$ cat src/rtl/fp_to_int_conv_if.sv
// Start/busy/done handshake bundle for the float-to-integer converter.
// Ports: start, a (request); busy, done, data_out, status_out (response).
interface fp_to_int_conv_if;
    logic        start;
    logic [31:0] a;
    logic        busy;
    logic        done;
    logic [31:0] data_out;
    logic [3:0]  status_out;

    // Requester drives start/a and watches the response.
    modport master (
        output start,
        output a,
        input  busy,
        input  done,
        input  data_out,
        input  status_out
    );

    // Converter side.
    modport slave (
        input  start,
        input  a,
        output busy,
        output done,
        output data_out,
        output status_out
    );
endinterface

$ cat src/rtl/fp_to_int_conv.sv
// Multi-cycle conversion of a bias-63 float to a signed 32-bit integer.
// Ports: clk, reset (async, active-high), bus (slave: start/a in;
// busy/done/data_out/status_out out). Status one-hot EXACT/INEXACT/OVF/UNF.
module fp_to_int_conv #(
    parameter int BIAS    = 63,
    parameter int MAX_RSH = 26
) (
    input  logic              clk,
    input  logic              reset,
    fp_to_int_conv_if.slave   bus
);

    typedef enum logic [2:0] {
        IDLE,
        UNPACK,
        SHIFT,
        ROUND,
        DONE
    } state_t;

    localparam logic [3:0] ST_EXACT = 4'b0001;
    localparam logic [3:0] ST_INEXACT = 4'b0010;
    localparam logic [3:0] ST_OVF = 4'b0100;
    localparam logic [3:0] ST_UNF = 4'b1000;

    // Exponent at which mant25 already is the integer value (k == 0).
    localparam logic [6:0] KOFF = 7'(BIAS + 24);
    // Smallest exponent whose magnitude no longer fits 31 bits.
    localparam logic [6:0] OVF_E = 7'(BIAS + 31);
    localparam logic [6:0] RCAP = 7'(MAX_RSH);

    state_t      state;
    logic        sign;
    logic [6:0]  exp_r;
    logic [23:0] frac_r;
    logic [31:0] acc;
    logic        guard;
    logic        sticky;
    logic [4:0]  cnt;
    logic        left;
    logic [31:0] res;
    logic [3:0]  st;

    logic        go_left;
    logic [6:0]  lsh;
    logic [6:0]  rsh;
    logic [4:0]  rcnt;
    logic        inc;
    logic [31:0] mag;

    always_comb begin
        go_left = exp_r > KOFF;
        lsh     = exp_r - KOFF;
        rsh     = KOFF - exp_r;
        // Past MAX_RSH steps every mantissa bit is already sticky.
        rcnt    = (rsh > RCAP) ? RCAP[4:0] : rsh[4:0];
        // Round to nearest, ties to even.
        inc     = guard & (sticky | acc[0]);
        mag     = acc + {31'b0, inc};
    end

    always_ff @(posedge clk or posedge reset) begin
        if (reset) begin
            state          <= IDLE;
            sign           <= 1'b0;
            exp_r          <= '0;
            frac_r         <= '0;
            acc            <= '0;
            guard          <= 1'b0;
            sticky         <= 1'b0;
            cnt            <= '0;
            left           <= 1'b0;
            res            <= '0;
            st             <= '0;
            bus.busy       <= 1'b0;
            bus.done       <= 1'b0;
            bus.data_out   <= '0;
            bus.status_out <= '0;
        end else begin
            bus.done <= 1'b0;
            unique case (state)
                IDLE: begin
                    if (bus.start) begin
                        sign     <= bus.a[31];
                        exp_r    <= bus.a[30:24];
                        frac_r   <= bus.a[23:0];
                        bus.busy <= 1'b1;
                        state    <= UNPACK;
                    end
                end
                UNPACK: begin
                    if (exp_r == 7'd0) begin
                        res   <= '0;
                        st    <= (frac_r == 24'd0) ? ST_EXACT : ST_UNF;
                        state <= DONE;
                    end else if (exp_r >= OVF_E) begin
                        // -2^31 is the one representable value here.
                        if (sign && exp_r == OVF_E && frac_r == 24'd0) begin
                            res <= 32'h8000_0000;
                            st  <= ST_EXACT;
                        end else begin
                            res <= '0;
                            st  <= ST_OVF;
                        end
                        state <= DONE;
                    end else begin
                        acc    <= {7'b0, 1'b1, frac_r};
                        guard  <= 1'b0;
                        sticky <= 1'b0;
                        left   <= go_left;
                        cnt    <= go_left ? lsh[4:0] : rcnt;
                        state  <= SHIFT;
                    end
                end
                SHIFT: begin
                    if (cnt != 5'd0) begin
                        cnt <= cnt - 5'd1;
                        if (left) begin
                            acc <= acc << 1;
                        end else begin
                            {acc, guard} <= {1'b0, acc};
                            sticky       <= sticky | guard;
                        end
                    end
                    if (cnt <= 5'd1) begin
                        state <= ROUND;
                    end
                end
                ROUND: begin
                    if (mag == 32'd0) begin
                        res <= '0;
                        st  <= ST_UNF;
                    end else begin
                        res <= sign ? (~mag + 32'd1) : mag;
                        st  <= (guard | sticky) ? ST_INEXACT : ST_EXACT;
                    end
                    state <= DONE;
                end
                DONE: begin
                    bus.data_out   <= res;
                    bus.status_out <= st;
                    bus.done       <= 1'b1;
                    bus.busy       <= 1'b0;
                    state          <= IDLE;
                end
                default: begin
                    bus.busy <= 1'b0;
                    state    <= IDLE;
                end
            endcase
        end
    end

endmodule
$ cat src/flat_wrapper.sv
// flat-port wrapper written by rule: the top's interface ports become plain ports
module fp_to_int_conv_flat 
#(
    parameter int BIAS    = 63,
    parameter int MAX_RSH = 26
)
  (clk, reset, bus_start, bus_a, bus_busy, bus_done, bus_data_out, bus_status_out);
  fp_to_int_conv_if bus_i ();
  input  logic clk;
  input  logic reset;
  input wire logic [$bits(bus_i.start)-1:0] bus_start;
  input wire logic [$bits(bus_i.a)-1:0] bus_a;
  output wire logic [$bits(bus_i.busy)-1:0] bus_busy;
  output wire logic [$bits(bus_i.done)-1:0] bus_done;
  output wire logic [$bits(bus_i.data_out)-1:0] bus_data_out;
  output wire logic [$bits(bus_i.status_out)-1:0] bus_status_out;
  assign bus_i.start = bus_start;
  assign bus_i.a = bus_a;
  assign bus_busy = bus_i.busy;
  assign bus_done = bus_i.done;
  assign bus_data_out = bus_i.data_out;
  assign bus_status_out = bus_i.status_out;
  fp_to_int_conv #(.BIAS(BIAS), .MAX_RSH(MAX_RSH)) u_core (.clk(clk), .reset(reset), .bus(bus_i));
endmodule
$ cat config.mk
export PLATFORM = sky130hd
export DESIGN_NAME = fp_to_int_conv_flat
export DESIGN_NICKNAME = d
export VERILOG_FILES = /design/src/rtl/fp_to_int_conv_if.sv /design/src/rtl/fp_to_int_conv.sv /design/src/flat_wrapper.sv
export SDC_FILE = /design/constraint.sdc
export NUM_CORES = 1
export LEC_CHECK = 0
export BUFFER_PORTS_ARGS = -buffer_cell sky130_fd_sc_hd__buf_2
export CORE_MARGIN = 8
export CORE_UTILIZATION = 35
export DETAILED_ROUTE_END_ITERATION = 7
export GPL_ROUTABILITY_DRIVEN = 1
export PLACE_DENSITY_LB_ADDON = 0.12
export SLEW_MARGIN = 20
export SYNTH_ARGS = -nofsm -noshare
export SYNTH_HDL_FRONTEND = slang
export SYNTH_SLANG_ARGS = --single-unit
$ cat constraint.sdc
create_clock -name clk -period 9.45 [get_ports clk]
set_input_delay 2.3625 -clock clk [delete_from_list [all_inputs] [get_ports clk]]
set_output_delay 2.3625 -clock clk [all_outputs]
set_load 0.1 [all_outputs]
==> impl_metrics.toml, run 1 <==
[cells_and_area]
fill_cells = 2448
seq_area_um2 = 3730
layout_common_cells = "dfrtp_1 (149), nand2_1 (72), buf_2 (72)"
finalNonFillerCells = 1232
final_design_area_no_fill_um2 = 9770
nets = 940
final_layout_size_suffix_gt1_share_pct = 22.9
area_growth_pct = 13.1
multiInputGateArea_um2 = 4530
layout_commonest_cell = "dfrtp_1"
diodes = 0

[place]
post_dp_cell_area_um2 = 9160
dp_cells = 1200
dpl_worst_slack_ns = 5.40
hpwlAfterDp_um = 14700
io_buffer_count = 72
place_congestion = 0.772

[clocking]
cts.htree.levels = 4
hold_buffers = 0
cts_sinks = 149
postCtsSetupBuffers = 0
root_buffer = "clkbuf_16"
insertion_delay_ns = 0.43
cts_tree = "yes"
numCtsBuffers = 17
clk_pin_slew_ns = 0.06
cts-resized-gates = 0
cts_buffer_depth = 2

[hold_path]
min_path_type = "reg2reg"

[flow_run]
drv_cap = 0

[route]
routed_via_density = 5.18
routed_wl_um = 20600
postRouteAntennaNets = 0
dr_total_vias = 6381
drt-initial-drc-count = 490
dr.pass1.iters = 4
drc = 0
routed_wire_length_per_instance_um = 16.7

[worst_setup_path]
slowest_delay_ns = 0.47
critical_path_class = "reg2reg"
r2r-start = "u_core.acc[0]$_DFFE_PP0P_"
critPathRequiredTime_ns = 9.80
endpoint_kind = "flop"
cp_top_family = "simple AND/OR/NAND/NOR gates"
crit_cells = 13
cp-start-kind = "flop"
cp_slowest_cell = "and3_1"
critPathLaunch = "u_core.acc[0]$_DFFE_PP0P_"
rr_endpoint = "u_core.st[0]$_DFFE_PP0P_"
cp.buffers_inverters = 1
path_cells = "nor2_1, nor2_1, ha_1, ha_1, and3_1, nand4_1, nor2_1, nor4_1, or2_2, a41oi_2, buf_4, a22oi_1, a21oi_1"
crit_fanout = 31
cp_common_cell = "nor2_1"
arrival_ns = 4.24
reg2regPathDepth = 13
crit_end = "u_core.st[0]$_DFFE_PP0P_"
rrSetupSlack_ns = 5.56

[sta]
maxSlewHeadroom_pct = 36.8
max_clock_freq_mhz = 257
fin_tns_setup_ns = 0
min_period_ns = 3.89
fin_ws_ns = 5.56
worst_slew_pin_slew_ns = 0.948
drv_slew = 0
finalHoldViolCount = 0
post-route-period-util_pct = 41.2
rsz0062_at_grt = "no"
finalSetupViolCount = 0
skew_ns = 0.0129

[logic_synthesis]
yosys_warnings = 0
synthCells = 866
ys_types = 72
syn_area_per_cell_um2 = 9.98
synthAdderAreaFrac_pct = 1.45
ys_seq_area_share_pct = 43.2
synth_top_family_by_area = "simple AND/OR/NAND/NOR gates"
yosys.area.top_type_share_pct = 43.2
ys_async_sr_fraction_pct = 100
ys.flop_type = "dfrtp_1"
synth_top_cell_by_area = "dfrtp_1"
synthMuxAreaShare_pct = 12.1
synthSimpleGateAreaFrac_pct = 16.7
ys_top_cells_by_area = "dfrtp_1 (43%), mux2_2 (8.6%), xnor2_1 (3.9%), o21ai_0 (3.7%), mux2i_1 (3.5%)"
yosys.area_share.xor_xnor_pct = 6.89
syn_area_um2 = 8640
synth_compound_area_share_pct = 15.3
synth_edf_count = 0
ys_seq_elements = 149
syn_nets = 911

[floorplanning]
die_area_um2 = 30000
ioPinCount = 73
die_w_um = 173
num_rows = 57
die_h_um = 173
coreArea_um2 = 24200
initial_utilization_pct = 35.6

[grt]
grt-ovfl-total = 0
use_met3_pct = 3.05
grt_pass1_vias = 6228
grt_most_used_layer = "met1"
grt_pass1_wl_um = 34700
antenna_found_initial = 0
grt_use_total_pct = 14.1
use_met1_pct = 21.3
grt_max_degree = 79
grt_util_met2_pct = 19.5

[power]
p_leak_nw = 4.11
vdd_drop_max_mv = 0.180
power_density_nw_per_um2 = 384
total_power_mw = 3.75

[outcome]
status = "completed"
==> worst min path at each step <==
| stage | startpoint | to | slack [ns] | cells after the start |
|---|---|---|---|---|
| floorplan | u_core.st[1]$_DFFE_PP0P_ | u_core.st[1]$_DFFE_PP0P_ | 0.44 | 2 |
| global route | u_core.bus.busy$_DFFE_PP0P_ | u_core.bus.busy$_DFFE_PP0P_ | 0.49 | 1 |
| CTS | u_core.bus.busy$_DFFE_PP0P_ | u_core.bus.busy$_DFFE_PP0P_ | 0.48 | 1 |
| detailed placement | u_core.bus.busy$_DFFE_PP0P_ | u_core.bus.busy$_DFFE_PP0P_ | 0.47 | 1 |
| global placement | u_core.st[2]$_DFFE_PP0P_ | u_core.st[2]$_DFFE_PP0P_ | 0.46 | 2 |
| finish | u_core.st[2]$_DFFE_PP0P_ | u_core.st[2]$_DFFE_PP0P_ | 0.48 | 2 |
==> worst register-to-register path, cell delays in order, from the launching register on <==
cell     delay (ns)
dfrtp_1        0.44
nor2_1         0.07
nor2_1         0.11
ha_1           0.36
ha_1           0.40
and3_1         0.47
nand4_1        0.40
nor2_1         0.37
nor4_1         0.11
or2_2          0.30
a41oi_2        0.16
buf_4          0.36
a22oi_1        0.13
a21oi_1        0.13
==> cell usage after synthesis (all sizes together), types with 2 or more instances <==
cell and number:
o21ai 70, a21o 3, a41oi 2, nor4 15
nor3 27, a22oi 2, a31o 3, nand3 27
nor3b 3, o31ai 6, dfrtp 149, a21boi 3
and2 11, or3 6, ha 10, xor2 30
and3 8, a21oi 33, and4b 2, mux2i 30
xnor2 38, and4 6, a22o 29, nor2 46
clkbuf 45, o41ai 4, a211oi 6, o31a 2
mux2 66, o21a 4, a31oi 6, nor2b 4
a2111oi 4, buf 26, nand4 21, or4 3
o2bb2ai 2, inv 16, nand3b 2, o211ai 7
and3b 2, nand2 72, nand2b 5
==> layout make-up <==
class / instances / area share (%)
inverters: 16 / 0.666
flip-flops and latches: 149 / 38.2
multi-input cells: 630 / 46.4
clock buffers: 21 / 4.71
clock inverters: 11 / 1.55
well taps: 324 / 4.15
repair buffers: 81 / 4.38
==> power by group <==
group	total [mW]	internal, mW	switching [mW]
sequential	1.26	0.907	0.355
clock	0.703	0.430	0.273
combinational	1.79	0.634	1.15
==> kinds of logic (layout without fill, tap and decap cells) <==
logic type / count (synthesis) / after routing
AND/OR/NAND/NOR: 263 / 263
AO/OA/AOI/OAI: 193 / 193
flip-flops: 149 / 149
multiplexers: 96 / 96
buffers and inverters: 87 / 129
XOR/XNOR: 68 / 68
adder cells (fa/ha/maj): 10 / 10
==> metrics by stage <==
step	hold WS, ns	util (%)
final	0.480	40.3
after global placement	0.462	37.8
after detailed placement	0.470	37.8
after floorplan	0.440	-
after global routing	0.487	40.3
after CTS	0.485	40.3
==> metal layers <==
metal | wire length (um) | share of wire [%]
met4 | 212 | 1.0
met3 | 780 | 3.8
met2 | 8630 | 42
met5 | 0 | 0
met1 | 11000 | 53
==> state kept, by name, summed over array words and instances, names as in the netlist <==
| signal | cells |
|---|---|
| u_core.left | 1 |
| u_core.bus.done | 1 |
| u_core.st | 4 |
| u_core.bus.busy | 1 |
| u_core.guard | 1 |
| u_core.bus.data_out | 32 |
| u_core.state | 3 |
| u_core.frac_r | 24 |
| u_core.sign | 1 |
| u_core.sticky | 1 |
| u_core.bus.status_out | 4 |
| u_core.acc | 32 |
| u_core.exp_r | 7 |
| u_core.res | 32 |
| u_core.cnt | 5 |
Power figures use the tool's default switching activity.
==> run 2: changes to the inputs <==
ABC_AREA = 1   (was unset)
clock period = 3.86 ns   (was 9.45 ns; I/O delays follow)
==> impl_metrics.toml, run 2 <==
[power]
combPwrFrac_pct = 52.0
p_sw_mw = 4.71
power_density_nw_per_um2 = 921
clockPowerShare_pct = 17.7
switching_share_pct = 52.2
p_leak_nw = 4.74
internal-power_mw = 4.31
p_seq_share_pct = 30.3
vdd_drop_max_mv = 0.403

[place]
hpwlAfterDp_um = 17000
dpl_worst_slack_ns = 0.973
place_congestion = 0.869
io_buffer_count = 72

[worst_setup_path]
rrSetupSlack_ns = 0.96
crit_fanout = 11
cp-start-kind = "flop"
crit_end = "u_core.res[19]$_DFFE_PP0P_"
endpoint_kind = "flop"
rr_endpoint = "u_core.res[19]$_DFFE_PP0P_"
arrival_ns = 3.20
r2r-start = "u_core.acc[0]$_DFFE_PP0P_"
reg2regPathDepth = 18
critPathLaunch = "u_core.acc[0]$_DFFE_PP0P_"
critical_path_class = "reg2reg"
critPathRequiredTime_ns = 4.16

[hold_path]
min_path_type = "reg2reg"

[clocking]
cts_sinks = 149
cts.htree.levels = 4
insertion_delay_ns = 0.43
hold_buffers = 0
root_buffer = "clkbuf_16"
cts_tree = "yes"
cts_buffer_depth = 2
numCtsBuffers = 17
cts-resized-gates = 0
clk_pin_slew_ns = 0.07
postCtsSetupBuffers = 0

[floorplanning]
ioPinCount = 73
die_w_um = 172
coreArea_um2 = 24100
die_h_um = 172
die_area_um2 = 29600
num_rows = 57
initial_utilization_pct = 35.3

[sta]
post-route-period-util_pct = 75.0
fin_tns_setup_ns = 0
skew_ns = 0.0134
worst_slew_pin_slew_ns = 0.929
maxSlewHeadroom_pct = 38.0
drv_slew = 0
finalHoldViolCount = 0
fin_ws_ns = 0.964
min_period_ns = 2.90
rsz0062_at_grt = "no"
finalSetupViolCount = 0
max_clock_freq_mhz = 345

[logic_synthesis]
ys_async_sr_fraction_pct = 100
syn_nets = 1200
yosys_warnings = 0
synth.most_common_cell = "nand2_1"
synth_common_cells = "nand2_1 (335), dfrtp_1 (149), inv_1 (128)"
synthSimpleGateAreaFrac_pct = 29.5
synthAdderAreaFrac_pct = 1.47
syn_area_um2 = 8510
synth_top_cell_by_area = "dfrtp_1"
synthCells = 1155
yosys.area.top_type_share_pct = 43.8
ys_seq_area_share_pct = 43.8
ys.flop_type = "dfrtp_1"
synthMuxAreaShare_pct = 1.06
synth_top_family_by_area = "simple AND/OR/NAND/NOR gates"
syn_area_per_cell_um2 = 7.37
yosys.area_share.xor_xnor_pct = 2.06
ys_types = 41
ys_top_cells_by_area = "dfrtp_1 (44%), nand2_1 (15%), inv_1 (5.6%), o21ai_0 (5.4%), nor2_1 (5.2%)"
ys_seq_elements = 149
synth_compound_area_share_pct = 14.1
synth_edf_count = 0

[cells_and_area]
fill_cells = 2568
final_layout_size_suffix_gt1_share_pct = 15.2
layout_commonest_cell = "nand2_1"
layout_common_cells = "nand2_1 (334), dfrtp_1 (149), inv_1 (127)"
nets = 1263
reg_top3 = "u_core.acc (32), u_core.bus.data_out (32), u_core.res (32)"
diodes = 0
area_growth_pct = 15.1

[route]
dr_total_vias = 7366
routed_wire_length_per_instance_um = 14.5
routed_wl_um = 22500
dr.pass1.iters = 5
drc = 0
routed_via_density = 4.74
drt-initial-drc-count = 449
postRouteAntennaNets = 0

[grt]
grt_pass1_vias = 6931
grt_pass1_wl_um = 37200
grt_use_total_pct = 15.8
antenna_found_initial = 0
grt_max_degree = 83
grt-ovfl-total = 0

[flow_run]
drv_cap = 0

[outcome]
status = "completed"
[run 2: changes by cell type after synthesis, sizes merged, moves of 30 or more]
| cell | delta |
|---|---|
| inv | +121 |
| mux2 | -58 |
| mux2i | -30 |
| nand2 | +278 |
| nand3 | +43 |
| nor2 | +92 |
| o21ai | +30 |
| xnor2 | -33 |
[run 2: power by group through the flow]
stage | clock network [mW] | logic, mW | registers [mW]
6_report | 1.59 | 4.69 | 2.74
5_1_grt | 1.71 | 5.22 | 2.83
4_1_cts | 1.63 | 4.72 | 2.73
3_5_place_dp | 0 | 4.71 | 2.76
3_3_place_gp | 0 | 4.70 | 2.75
2_1_floorplan | 0 | 2.66 | 3.72
[run 2: stage by stage]
step                power (mW)  area, um2  utilization, %  hold WS (ns)  instances
floorplan                 6.38       8510               -         0.442       1155
global placement          7.45       9240            38.3         0.460       1523
detailed placement        7.46       9240            38.3         0.463       1523
CTS                       9.08       9790            40.6         0.480       1555
global route              9.76       9790            40.6         0.501       1555
finish                    9.02       9790            40.6         0.476       1555
[run 2: layer usage]
metal / vias to the layer above / global-route usage (%) / wire length (um)
li1: 3868 / - / -
met1: 3337 / 23.9 / 12100
met2: 145 / 22.9 / 9270
met3: 16 / 2.35 / 908
met4: 0 / 4.09 / 257
met5: - / 0 / 0
[run 2: final cells by class]
cell class	count	area (um2)	area share [%]
timing repair buffer	84	463	4.73
multi-input combinational	827	4120	42.0
clock buffer	18	439	4.48
sequential	149	3730	38.1
clock inverter	14	116	1.19
tap	324	405	4.14
inverter	139	526	5.37
[run 2: critical path: stages, from the launching register on]
cell and delay [ns]:
dfrtp_1 0.39, inv_1 0.08, a21oi_1 0.13, ha_1 0.23, ha_1 0.22, nand2_2 0.09, nor2_4 0.21, nand3_1 0.15
inv_1 0.14, nand2_1 0.07, nand2_1 0.06, nand2_1 0.11, nor2_1 0.16, nand2_1 0.12, inv_2 0.07, nand2_2 0.07
o21ai_2 0.13, buf_4 0.22, o21ai_0 0.12
[run 2: cells by family after synthesis]
kind of cell / after synthesis
buffers and inverters: 179
multiplexers: 8
AND/OR/NAND/NOR: 587
AO/OA/AOI/OAI: 202
adder cells (fa/ha/maj): 10
XOR/XNOR: 20
flip-flops: 149
[run 2: worst min-delay path by stage]
stage | startpoint | end | slack (ns) | cells after the start
after CTS | u_core.bus.status_out[0]$_DFFE_PP0P_ | u_core.bus.status_out[0]$_DFFE_PP0P_ | 0.48 | 2
after global routing | u_core.bus.data_out[26]$_DFFE_PP0P_ | u_core.bus.data_out[26]$_DFFE_PP0P_ | 0.50 | 2
after global placement | u_core.bus.data_out[18]$_DFFE_PP0P_ | u_core.bus.data_out[18]$_DFFE_PP0P_ | 0.46 | 2
final | u_core.bus.data_out[17]$_DFFE_PP0P_ | u_core.bus.data_out[17]$_DFFE_PP0P_ | 0.48 | 2
after floorplan | u_core.res[17]$_DFFE_PP0P_ | u_core.bus.data_out[17]$_DFFE_PP0P_ | 0.44 | 2
after detailed placement | u_core.bus.data_out[17]$_DFFE_PP0P_ | u_core.bus.data_out[17]$_DFFE_PP0P_ | 0.46 | 2
==> run 3: changes to the inputs <==
clock period = 2.6 ns   (was 3.86 ns; I/O delays follow)
==> impl_metrics.toml, run 3 (synthesis results as in run 2) <==
[clocking]
cts_tree = "yes"
cts_buffer_depth = 2
cts.htree.levels = 4
cts_sinks = 149
hold_buffers = 0
numCtsBuffers = 17
insertion_delay_ns = 0.43
root_buffer = "clkbuf_16"
clk_pin_slew_ns = 0.06

[worst_setup_path]
crit_fanout = 7
path_cells = "buf_4, ha_4, ha_4, nand2_4, nor2_4, nand2_2, buf_4, buf_4, nand2_2, nand2_4, nand2_4, nor2_4, nand3_4, buf_6, nor2_4, nand3_4, nand2_4, nand2_1, nand2_1, nand2_1, o21ai_1"
cp-start-kind = "flop"
slowest_delay_ns = 0.39
critPathRequiredTime_ns = 2.94
endpoint_kind = "flop"
critical_path_class = "reg2reg"
cp_common_cell = "nand2_4"
arrival_ns = 3.01
cp_slowest_cell = "dfrtp_1"

[sta]
fin_ws_ns = -0.0697
skew_ns = 0.0159
finalHoldViolCount = 0
worst_slew_pin_slew_ns = 0.575
min_period_ns = 2.67
finalSetupViolCount = 16
fin_tns_setup_ns = -0.484
drv_slew = 0
rsz0062_at_grt = "yes"
post-route-period-util_pct = 103
maxSlewHeadroom_pct = 61.6
max_clock_freq_mhz = 375
fin_hold_ws_ns = 0.219

[power]
switching_share_pct = 50.6
clockPowerShare_pct = 16.8
p_sw_mw = 7.46
vdd_drop_max_mv = 0.671
internal-power_mw = 7.29
total_power_mw = 14.8
p_leak_nw = 5.32
power_density_nw_per_um2 = 1340
combPwrFrac_pct = 55.7
p_seq_share_pct = 27.6

[place]
dpl_worst_slack_ns = -0.202
hpwlAfterDp_um = 17700
io_buffer_count = 72
place_congestion = 0.879
dp_cells = 1593

[hold_path]
min_path_type = "in2async"

[route]
routed_wl_um = 23600
routed_via_density = 4.74
drc = 0
dr.pass1.iters = 5
postRouteAntennaNets = 0
drt-initial-drc-count = 498
routed_wire_length_per_instance_um = 14.3
dr_total_vias = 7803

[cells_and_area]
reg_top3 = "u_core.acc (32), u_core.bus.data_out (32), u_core.res (32)"
final_layout_size_suffix_gt1_share_pct = 26.8
nets = 1355
area_growth_pct = 29.3
layout_commonest_cell = "nand2_1"
finalNonFillerCells = 1647
diodes = 0
layout_common_cells = "nand2_1 (304), dfrtp_1 (149), inv_1 (123)"

[flow_run]
drv_cap = 0

[grt]
grt_pass1_vias = 7564
grt_use_total_pct = 16.5
grt_max_degree = 61
grt-ovfl-total = 0
antenna_found_initial = 0
grt_pass1_wl_um = 39100

[floorplanning]
num_rows = 57
die_h_um = 172
ioPinCount = 73
initial_utilization_pct = 35.3
die_w_um = 172
coreArea_um2 = 24100
die_area_um2 = 29600

[outcome]
status = "finished, violations left"
violations = "negative setup slack"
==> run 3: cell count changes in the layout (fill, tap and decap cells not counted), moves of 11 or more <==
cell / previous run / this run
nor2_4: 7 / 18
nand3_1: 66 / 52
nor2_1: 118 / 103
nand3_2: 4 / 15
nand2_2: 15 / 35
buf_4: 11 / 89
nand2_4: 1 / 12
nand2_1: 334 / 304
==> run 3: layout make-up <==
type	instances	area (um2)
fill	2515	13100
multi-input combinational	828	4520
sequential	149	3730
timing repair buffer	175	1240
inverter	139	526
clock buffer	18	439
tap	324	405
clock inverter	14	141
==> run 3: final timing paths <==
path                                                       end  slack [ns]  cells after the start                  startpoint
setup / recovery                    u_core.res[22]$_DFFE_PP0P_       -0.07                     21   u_core.acc[0]$_DFFE_PP0P_
hold / removal                       u_core.res[0]$_DFFE_PP0P_        0.22                      2                       reset
setup reg to reg                    u_core.res[22]$_DFFE_PP0P_       -0.07                     21   u_core.acc[0]$_DFFE_PP0P_
hold reg to reg            u_core.bus.data_out[21]$_DFFE_PP0P_        0.46                      2  u_core.res[21]$_DFFE_PP0P_
max in group asynchronous            u_core.acc[7]$_DFFE_PP0P_        1.74                      3                       reset
min in group clk                 u_core.frac_r[19]$_DFFE_PP0P_        0.45                      2                   bus_a[19]
==> run 3: per-stage QoR <==
stage               area [um2]  util (%)
CTS                      10800      44.7
detailed placement        9840      40.8
finish                   11000      45.6
global route             11000      45.6
floorplan                 8510         -
global placement          9840      40.8
==> run 3: timing repair <==
item | CTS | global route
cloned | 2 | 0
setup buffers | 17 | 5
setup endpoints to repair | 27 | 37
pin swaps | 22 | 41
gates resized for setup | 55 | 62
==> run 3: power groups by stage <==
stage / clock network [mW] / registers (mW) / logic (mW)
2_1_floorplan: 0 / 5.53 / 3.94
3_3_place_gp: 0 / 4.06 / 7.69
3_5_place_dp: 0 / 4.08 / 7.70
4_1_cts: 2.53 / 4.06 / 7.99
5_1_grt: 2.63 / 4.20 / 9.03
6_report: 2.48 / 4.07 / 8.21
==> run 3: metal layers <==
metal | track usage, % | vias up | share of wire [%]
met5 | 0 | - | 0
met4 | 4.99 | 0 | 1.3
met3 | 2.69 | 25 | 3.9
met2 | 24.4 | 157 | 42
met1 | 24.2 | 3574 | 53
li1 | - | 4047 | -
==> run 3: critical path, delay by kind of cell (launching register included) <==
family,cells,cell delay [ns]
DFF,1,0.39
adders and majority gates,2,0.34
and+or+nand+nor,14,1.29
buffers and inverters,4,0.48
AOI/OAI and AO/OA,1,0.08
